===== config.mk =====
export PLATFORM = sky130hd
export DESIGN_NAME = ieee80211_descrambler
export DESIGN_NICKNAME = d
export VERILOG_FILES = /design/src/rtl/ieee80211_descrambler.sv
export SDC_FILE = /design/constraint.sdc
export NUM_CORES = 1
export LEC_CHECK = 0
export CAP_MARGIN = 20
export CELL_PAD_IN_SITES_DETAIL_PLACEMENT = 0
export CELL_PAD_IN_SITES_GLOBAL_PLACEMENT = 1
export CORE_MARGIN = 4
export CORE_UTILIZATION = 39
export DETAILED_ROUTE_END_ITERATION = 10
export PLACE_DENSITY_LB_ADDON = 0.1
export RECOVER_POWER = 50
export SKIP_LAST_GASP = 1
export SYNTH_ARGS = -nofsm -noshare
export SYNTH_HDL_FRONTEND = slang
export SYNTH_SLANG_ARGS = --single-unit
export TNS_END_PERCENT = 100

===== constraint.sdc =====
create_clock -name aclk -period 3 [get_ports aclk]
set_input_delay 0.6 -clock aclk [delete_from_list [all_inputs] [get_ports aclk]]
set_output_delay 0.6 -clock aclk [all_outputs]
set_load 0.01 [all_outputs]

===== src/rtl/ieee80211_descrambler.sv =====
// 802.11 receive descrambler (x^7 + x^4 + 1). The seed is recovered from the
// 7 zero SERVICE bits at the start of each frame; one registered AXI4-Stream stage.
module ieee80211_descrambler #(
  parameter int unsigned WIDTH = 24
) (
  input  logic             aclk,
  input  logic             aresetn,
  input  logic [WIDTH-1:0] s_axis_tdata,
  input  logic             s_axis_tvalid,
  output logic             s_axis_tready,
  input  logic             s_axis_tlast,
  input  logic [3:0]       s_axis_tuser,
  output logic [WIDTH-1:0] m_axis_tdata,
  output logic             m_axis_tvalid,
  input  logic             m_axis_tready,
  output logic             m_axis_tlast,
  output logic [3:0]       m_axis_tuser,
  output logic [6:0]       seed
);

  localparam int unsigned LFSR_W   = 7;
  localparam int unsigned SVC_BITS = 7;

  typedef enum logic {
    ST_SEED = 1'b0,
    ST_DATA = 1'b1
  } state_t;

  state_t            state_q;
  state_t            state_d;
  logic [LFSR_W-1:0] lfsr_q;
  logic [LFSR_W-1:0] lfsr_d;
  logic [LFSR_W-1:0] seed_state;
  logic [LFSR_W-1:0] walk;
  logic              fb;
  logic [WIDTH-1:0]  dout;
  logic              accept;
  logic              in_seed;

  // No bubble: a new beat can enter whenever the output slot empties this cycle.
  assign s_axis_tready = !m_axis_tvalid || m_axis_tready;
  assign accept        = s_axis_tvalid && s_axis_tready;
  assign in_seed       = (state_q == ST_SEED);

  // Received SERVICE bits equal the feedback bits, newest in x1: x1 = r6 .. x7 = r0.
  always_comb begin
    seed_state = '0;
    for (int k = 0; k < int'(LFSR_W); k++) begin
      seed_state[k] = s_axis_tdata[int'(SVC_BITS) - 1 - k];
    end
  end

  // WIDTH unrolled LFSR steps; on a frame's first beat the SERVICE bits are
  // consumed by seed recovery and the walk starts at bit 7.
  always_comb begin
    walk = in_seed ? seed_state : lfsr_q;
    fb   = 1'b0;
    dout = '0;
    for (int i = 0; i < int'(WIDTH); i++) begin
      if (!(in_seed && (i < int'(SVC_BITS)))) begin
        fb      = walk[6] ^ walk[3];
        dout[i] = s_axis_tdata[i] ^ fb;
        walk    = {walk[5:0], fb};
      end
    end
    lfsr_d = walk;
  end

  // Frame-position state register
  always_ff @(posedge aclk or negedge aresetn) begin
    if (!aresetn) begin
      state_q <= ST_SEED;
    end else begin
      state_q <= state_d;
    end
  end

  // Next-state: only accepted beats move the FSM; tlast returns to seed recovery.
  always_comb begin
    state_d = state_q;
    if (accept) begin
      state_d = s_axis_tlast ? ST_SEED : ST_DATA;
    end
  end

  // LFSR, recovered seed and the output register stage
  always_ff @(posedge aclk or negedge aresetn) begin
    if (!aresetn) begin
      lfsr_q        <= '0;
      seed          <= '0;
      m_axis_tdata  <= '0;
      m_axis_tvalid <= 1'b0;
      m_axis_tlast  <= 1'b0;
      m_axis_tuser  <= '0;
    end else begin
      if (accept) begin
        lfsr_q        <= lfsr_d;
        m_axis_tdata  <= dout;
        m_axis_tvalid <= 1'b1;
        m_axis_tlast  <= s_axis_tlast;
        m_axis_tuser  <= s_axis_tuser;
        if (in_seed) begin
          seed <= seed_state;
        end
      end else if (m_axis_tready) begin
        m_axis_tvalid <= 1'b0;
      end
    end
  end

endmodule


Yosys cells after proc, flatten, opt, wreduce, memory -nomap -nowiden

Index checks and enable logic that the tools add are counted.
Widths: inputs -> output; s select.

Mux-type cells: 18
Bitwise logic cells: 49
Reductions and logical operators: 5

Operator list:

| kind              | count |
|---|---|
| $mux 7            | 8 |
| $xor 1x1->1       | 48 |
| $mux 1            | 10 |
| $reduce_and 2->1  | 1 |
| $reduce_bool 2->1 | 1 |
| $logic_and 1x1->1 | 1 |
| $logic_not 1->1   | 1 |
| $logic_or 1x1->1  | 1 |
| $not 1->1         | 1 |

Register bits: 45
Bits of input ports: 33
Logic and storage cells: 79

Longest topological paths before layout

Gate-level depths: netlist of run 1.

Word-level depth: 21
Mapped depth: 7
Depth with buffers taken out: 5

Worst setup path after synthesis of run 1

Ideal clock, no wire load.

Path type: input to register
From: in m_axis_tready
To: reg seed[0]
Arrival time: 1.853 ns
Required time: 2.875 ns
Slack: 1.023 ns
Stages: 6
Buffers on the path: 2
Cells stage by stage: nand2b_1 and2_1 clkbuf_1 nand2b_1 clkbuf_1 mux2_2

Word-level cells in the longest chain between the ends: 3

Ends and longest elaborated chain:

| element                    | line | source |
|---|---|---|
| from (decl)                | 15   | `input logic m_axis_tready,` |
| $logic_or 1x1->1           | 41   | `assign s_axis_tready = !m_axis_tvalid \|\| m_axis_tready;` |
| $logic_and 1x1->1          | 42   | `assign accept = s_axis_tvalid && s_axis_tready;` |
| $reduce_and 2->1 (no line) | n/a  |  |
| to (signal assigned)       | 103  | `seed <= seed_state;` |
| to (decl)                  | 18   | `output logic [6:0] seed` |

No other way between the ends.
A chain may end at the register's enable or synchronous reset.

Worst setup path in the final report of run 1

From: in m_axis_tready
To: out s_axis_tready

Word-level cells in the longest chain between the ends: 1

Ends and longest elaborated chain:

| element          | line | source |
|---|---|---|
| $logic_or 1x1->1 | 41   |  |
| to (decl)        | 10   | `output logic s_axis_tready,` |

No other way between the ends.

==> results.cfg, run 1 <==
[flow_run]
cap_violations = 0

[pwr]
ir_drop_mv = 0.4243
leakagePower_nw = 1.417
p_per_area_nw_per_um2 = 1177

[cts]
hold_buffers = 0
cts_tree = yes
cts-root-buf = clkbuf_8
cts_setup_buffers = 0
path_clk_slew_ps = 80
cts_max_level = 2
cts-buffers-inserted = 5
clkSinkCount = 45
cts_resized = 0
cts.path.max_buffers = 2
clock_latency_ps = 290

[cells_and_area]
nets = 320
postLayoutCellArea_sq_um = 3271
diodes = 0
layout_common_cells = clkdlybuf4s50_1 (57), nand2_1 (51), dfrtp_1 (45)
finalNonFillerCells = 362
mostFrequentLayoutCell = clkdlybuf4s50_1
area_growth_pct = 35.86
drive_above_1_share_pct = 8.362

[grt]
grt_overflow_total = 0
gr-usage-all-layers_pct = 14.92
grt_pass1_wl_um = 8797
grt_antenna_before_repair = 0
grt_max_degree = 46
first_global_vias = 1862

[synthesis]
async_flop_share_pct = 100.0
synth_nets = 253
synth_ff_type = dfrtp_1
ys_warn_count = 0
netlist_instances = 220
yosys_register_bits = 45
seq_area_frac_synth_pct = 46.78
ys_types = 23
syn_area_sq_um = 2407
synth_edf_count = 0
syn_area_per_cell_sq_um = 10.94

[outcome]
status = finished, final reports clean

[worst_setup_path]
worstPathRequired_ps = 2400
worst_setup_path_end_kind = output port
critPathMaxFanout = 4
reg2reg_depth = 4
rrSetupSlack_ps = 710
startpoint = m_axis_tready
crit_type = primary input to output port
r2r-start = state_q
crit-reg2reg-capture = m_axis_tdata[23]
start_kind = primary input
arrival_ps = 1820

[drt]
wl_per_cell_um = 14.40
vias_per_cell = 4.646
vias = 1682
drt-initial-drc-count = 51
routed_wl_um = 5211
drc_errors = 0
first_pass_iters = 4
ant_nets = 0

[place]
pre_cts_ws_ps = 396.6
hpwl_um = 3812
placed_cells = 354
dpl_cell_area_sq_um = 3168
gp_congestion = 0.7166
io_buffers = 70

[die]
num_rows = 28
start_util_pct = 40.42
fp.dieW_um = 86.57
io_pins = 71
die-area_sq_um = 7494
placeableCoreArea_sq_um = 5956
die_height_um = 86.57

[sta]
holdWs_ps = 475.6
setup_slack_ps = 580.6
timing.slew.headroom_pct = 18.38
period_minus_slack_ps = 2419
max_freq_mhz = 413.3
finalSetupViolations = 0
finalCritPeriodShare_pct = 80.65
hold_violations = 0
slew_viol_final = 0
rsz0062_at_grt = false
final.setup.tns_ps = 0
finClkSkew_ps = 4.000
worst-slew-pin-transition_ps = 1224

[min_path]
hold_class = register to register
min_from = m_axis_tdata[1]
holdPathStages = 2
min_to = m_axis_tdata[1]
[kinds of logic (layout without fill, tap and decap cells)]
family	count (synthesis)	in the layout	synth area share, %
AND/OR/NAND/NOR	57	57	9.355
flip-flops	45	45	46.78
XOR/XNOR	58	58	26.09
AO/OA/AOI/OAI	31	31	6.548
multiplexers	15	15	8.472
buffers and inverters	14	81	2.755
[routing by layer]
layer | up-vias | share of wire [%] | routed length [um] | GRT usage, %
met2 | 39 | 48 | 2495 | 25.94
met3 | 6 | 4.6 | 241 | 3.802
met1 | 800 | 46 | 2417 | 18.45
met5 | - | 0 | 0 | 0
li1 | 837 | - | - | -
met4 | 0 | 1.1 | 57 | 3.824
[critical path, cell delays in order]
cell	delay (ps)
dlygate4sd3_1	510
nand2b_1	150
clkdlybuf4s50_1	560
[where the power goes]
part | switching (W) | internal [W] | total [W] | leakage, nW
clock network | 0.000206 | 0.000183 | 0.000389 | 0.0443
logic | 0.00107 | 0.00134 | 0.00241 | 0.822
registers | 0.000200 | 0.000854 | 0.00105 | 0.551
total | 0.00148 | 0.00237 | 0.00385 | 1.42
[layout make-up]
| type | count | area (sq um) |
|---|---|---|
| Multi-Input combinational cell | 161 | 1215 |
| Tap cell | 75 | 93.84 |
| Timing Repair Buffer | 74 | 749.5 |
| Clock buffer | 7 | 86.33 |
| Sequential cell | 45 | 1126 |
| Fill cell | 572 | 2685 |
[synthesized netlist by cell type, drive strengths merged (3+ instances only)]
| master | count | area (sq um) |
|---|---|---|
| nand2 | 51 | 191.4 |
| dfrtp | 45 | 1126 |
| xnor2 | 30 | 262.8 |
| o21ai | 29 | 145.1 |
| xor2 | 21 | 202.7 |
| clkbuf | 8 | 30.03 |
| mux2i | 8 | 125.1 |
| mux2 | 7 | 78.83 |
| buf | 6 | 36.28 |
| xnor3 | 4 | 90.09 |
| nand2b | 3 | 18.77 |
| xor3 | 3 | 72.57 |
[worst max-delay path by stage]
stage | to | slack (ps)
final | s_axis_tready | 580
after global routing | s_axis_tready | 540
after CTS | s_axis_tready | 630
after detailed placement | m_axis_tdata[23] | 400
after global placement | m_axis_tdata[23] | 460
after floorplan | seed[0] | 1020
[registers in the layout, indices dropped and copies added, names as in the netlist]
name,cells
m_axis_tdata,24
lfsr_q,7
seed,7
m_axis_tuser,4
m_axis_tlast,1
m_axis_tvalid,1
state_q,1
[per-stage QoR]
stage               util [%]  total power (W)
floorplan                  -         0.002809
global placement       53.19         0.003515
detailed placement     53.19         0.003543
CTS                    54.64         0.003949
global route           54.92         0.004182
finish                 54.92         0.003850
Power figures use the tool's default switching activity.
==> run 2: changes to the inputs <==
Settings changed: CORE_UTILIZATION 39 to 33.
Clock period 3 ns to 2 ns, I/O delays scaled along.
==> run 2 against run 1 <==
Non-clock buffer count increased by 27. Combinational power grew 79%. Clock skew increased by 4.9 ps. Register-to-register slack got worse by 650 ps. Critical endpoint unchanged.
==> results.cfg, run 2 (synthesis results as in run 1) <==
[outcome]
status = finished, final reports clean

[sta]
holdWs_ps = 301.6
max_freq_mhz = 503.1
finalSetupViolations = 0
worst-slew-pin-transition_ps = 1159
slew_viol_final = 0
finClkSkew_ps = 8.878
rsz0062_at_grt = true
period_minus_slack_ps = 1988
timing.slew.headroom_pct = 22.74
hold_violations = 0
finalCritPeriodShare_pct = 99.38

[min_path]
hold_class = primary input to asynchronous set/reset pin

[cells_and_area]
diodes = 0
finalNonFillerCells = 411
largest_reg_flops = 24
area_growth_pct = 47.76
nets = 347
largest-register = m_axis_tdata
mostFrequentLayoutCell = clkdlybuf4s50_1
top_regs = m_axis_tdata x24, lfsr_q x7, seed x7
layout_common_cells = clkdlybuf4s50_1 (66), nand2_1 (50), dfrtp_1 (43)
drive_above_1_share_pct = 17.14

[grt]
grt_pass1_wl_um = 9149
grt_max_degree = 28
grt_antenna_before_repair = 0
grt_overflow_total = 0
first_global_vias = 1815
gr-usage-all-layers_pct = 13.54

[drt]
ant_nets = 0
vias = 1787
vias_per_cell = 4.348
wl_per_cell_um = 13.40
drc_errors = 0
routed_wl_um = 5509
drt-initial-drc-count = 48
first_pass_iters = 2

[place]
gp_congestion = 0.7676
placed_cells = 403
hpwl_um = 4258
io_buffers = 70

[cts]
cts.path.max_buffers = 2
hold_buffers = 0
path_clk_slew_ps = 90
cts_tree = yes
cts-root-buf = clkbuf_8
cts_setup_buffers = 0
clock_latency_ps = 300
cts-buffers-inserted = 5
clkSinkCount = 45
cts_max_level = 2

[pwr]
p_per_area_nw_per_um2 = 1854
ir_drop_mv = 0.8258
leakagePower_nw = 1.551
finalPower_w = 0.006594

[worst_setup_path]
start_kind = primary input
arrival_ps = 1590
critPathMaxFanout = 3
rrSetupSlack_ps = 60
crit_type = primary input to output port
r2r-start = lfsr_q[3]
worstPathRequired_ps = 1600
reg2reg_depth = 5
worst_setup_path_end_kind = output port
crit-reg2reg-capture = m_axis_tdata[23]

[die]
die-area_sq_um = 8725
placeableCoreArea_sq_um = 6944
die_height_um = 93.41
io_pins = 71
start_util_pct = 34.67
fp.dieW_um = 93.41
num_rows = 30

[flow_run]
cap_violations = 0
[run 2: area by class of cell]
class	count	area, sq um
well taps	96	120.1
clock inverters	1	30.03
multi-input cells	161	1234
clock buffers	7	86.33
repair buffers	101	958.4
fillers	650	3387
flip-flops and latches	45	1129
[run 2: worst max path at each step]
stage	cells past startpoint	end	slack (ps)	start
finish	3	s_axis_tready	10	m_axis_tready
global route	5	m_axis_tdata[23]	-50	lfsr_q[3]
CTS	6	m_axis_tdata[23]	20	lfsr_q[2]
detailed placement	6	m_axis_tdata[22]	-160	s_axis_tdata[3]
global placement	7	m_axis_tdata[23]	-140	s_axis_tdata[2]
floorplan	6	m_axis_tdata[23]	100	lfsr_q[3]
[run 2: what timing repair did]
| item | in CTS | in global routing |
|---|---|---|
| setup endpoints to repair | 2 | 10 |
| pin swaps | 0 | 1 |
| resized for setup | 1 | 4 |
[run 2: worst max-delay path, stage by stage]
cell	delay [ps]
dlygate4sd3_1	510
nand2b_1	130
clkdlybuf4s50_1	540
[run 2: metal layers]
| metal | GRT usage (%) | vias up | wire (um) |
|---|---|---|---|
| li1 | - | 901 | - |
| met4 | 4.396 | 0 | 66 |
| met3 | 3.620 | 7 | 320 |
| met5 | 0 | - | 0 |
| met1 | 17.64 | 838 | 2489 |
| met2 | 21.80 | 41 | 2632 |
[run 2: report_power, final]
group / internal [W] / switching [W]
Clock: 0.000408 / 0.000322
Combinational: 0.00253 / 0.00179
Sequential: 0.00129 / 0.000256
Total: 0.00423 / 0.00237
[run 2: through the flow]
step | area [sq um] | setup slack (ps) | util (%) | TNS [ps]
floorplan | 2407 | 103.1 | - | 0
global placement | 3442 | -139.1 | 49.57 | -1498
detailed placement | 3442 | -163.7 | 49.57 | -1931
CTS | 3567 | 23.28 | 51.37 | 0
global route | 3557 | -53.61 | 51.23 | -307.5
finish | 3557 | 12.39 | 51.23 | 0
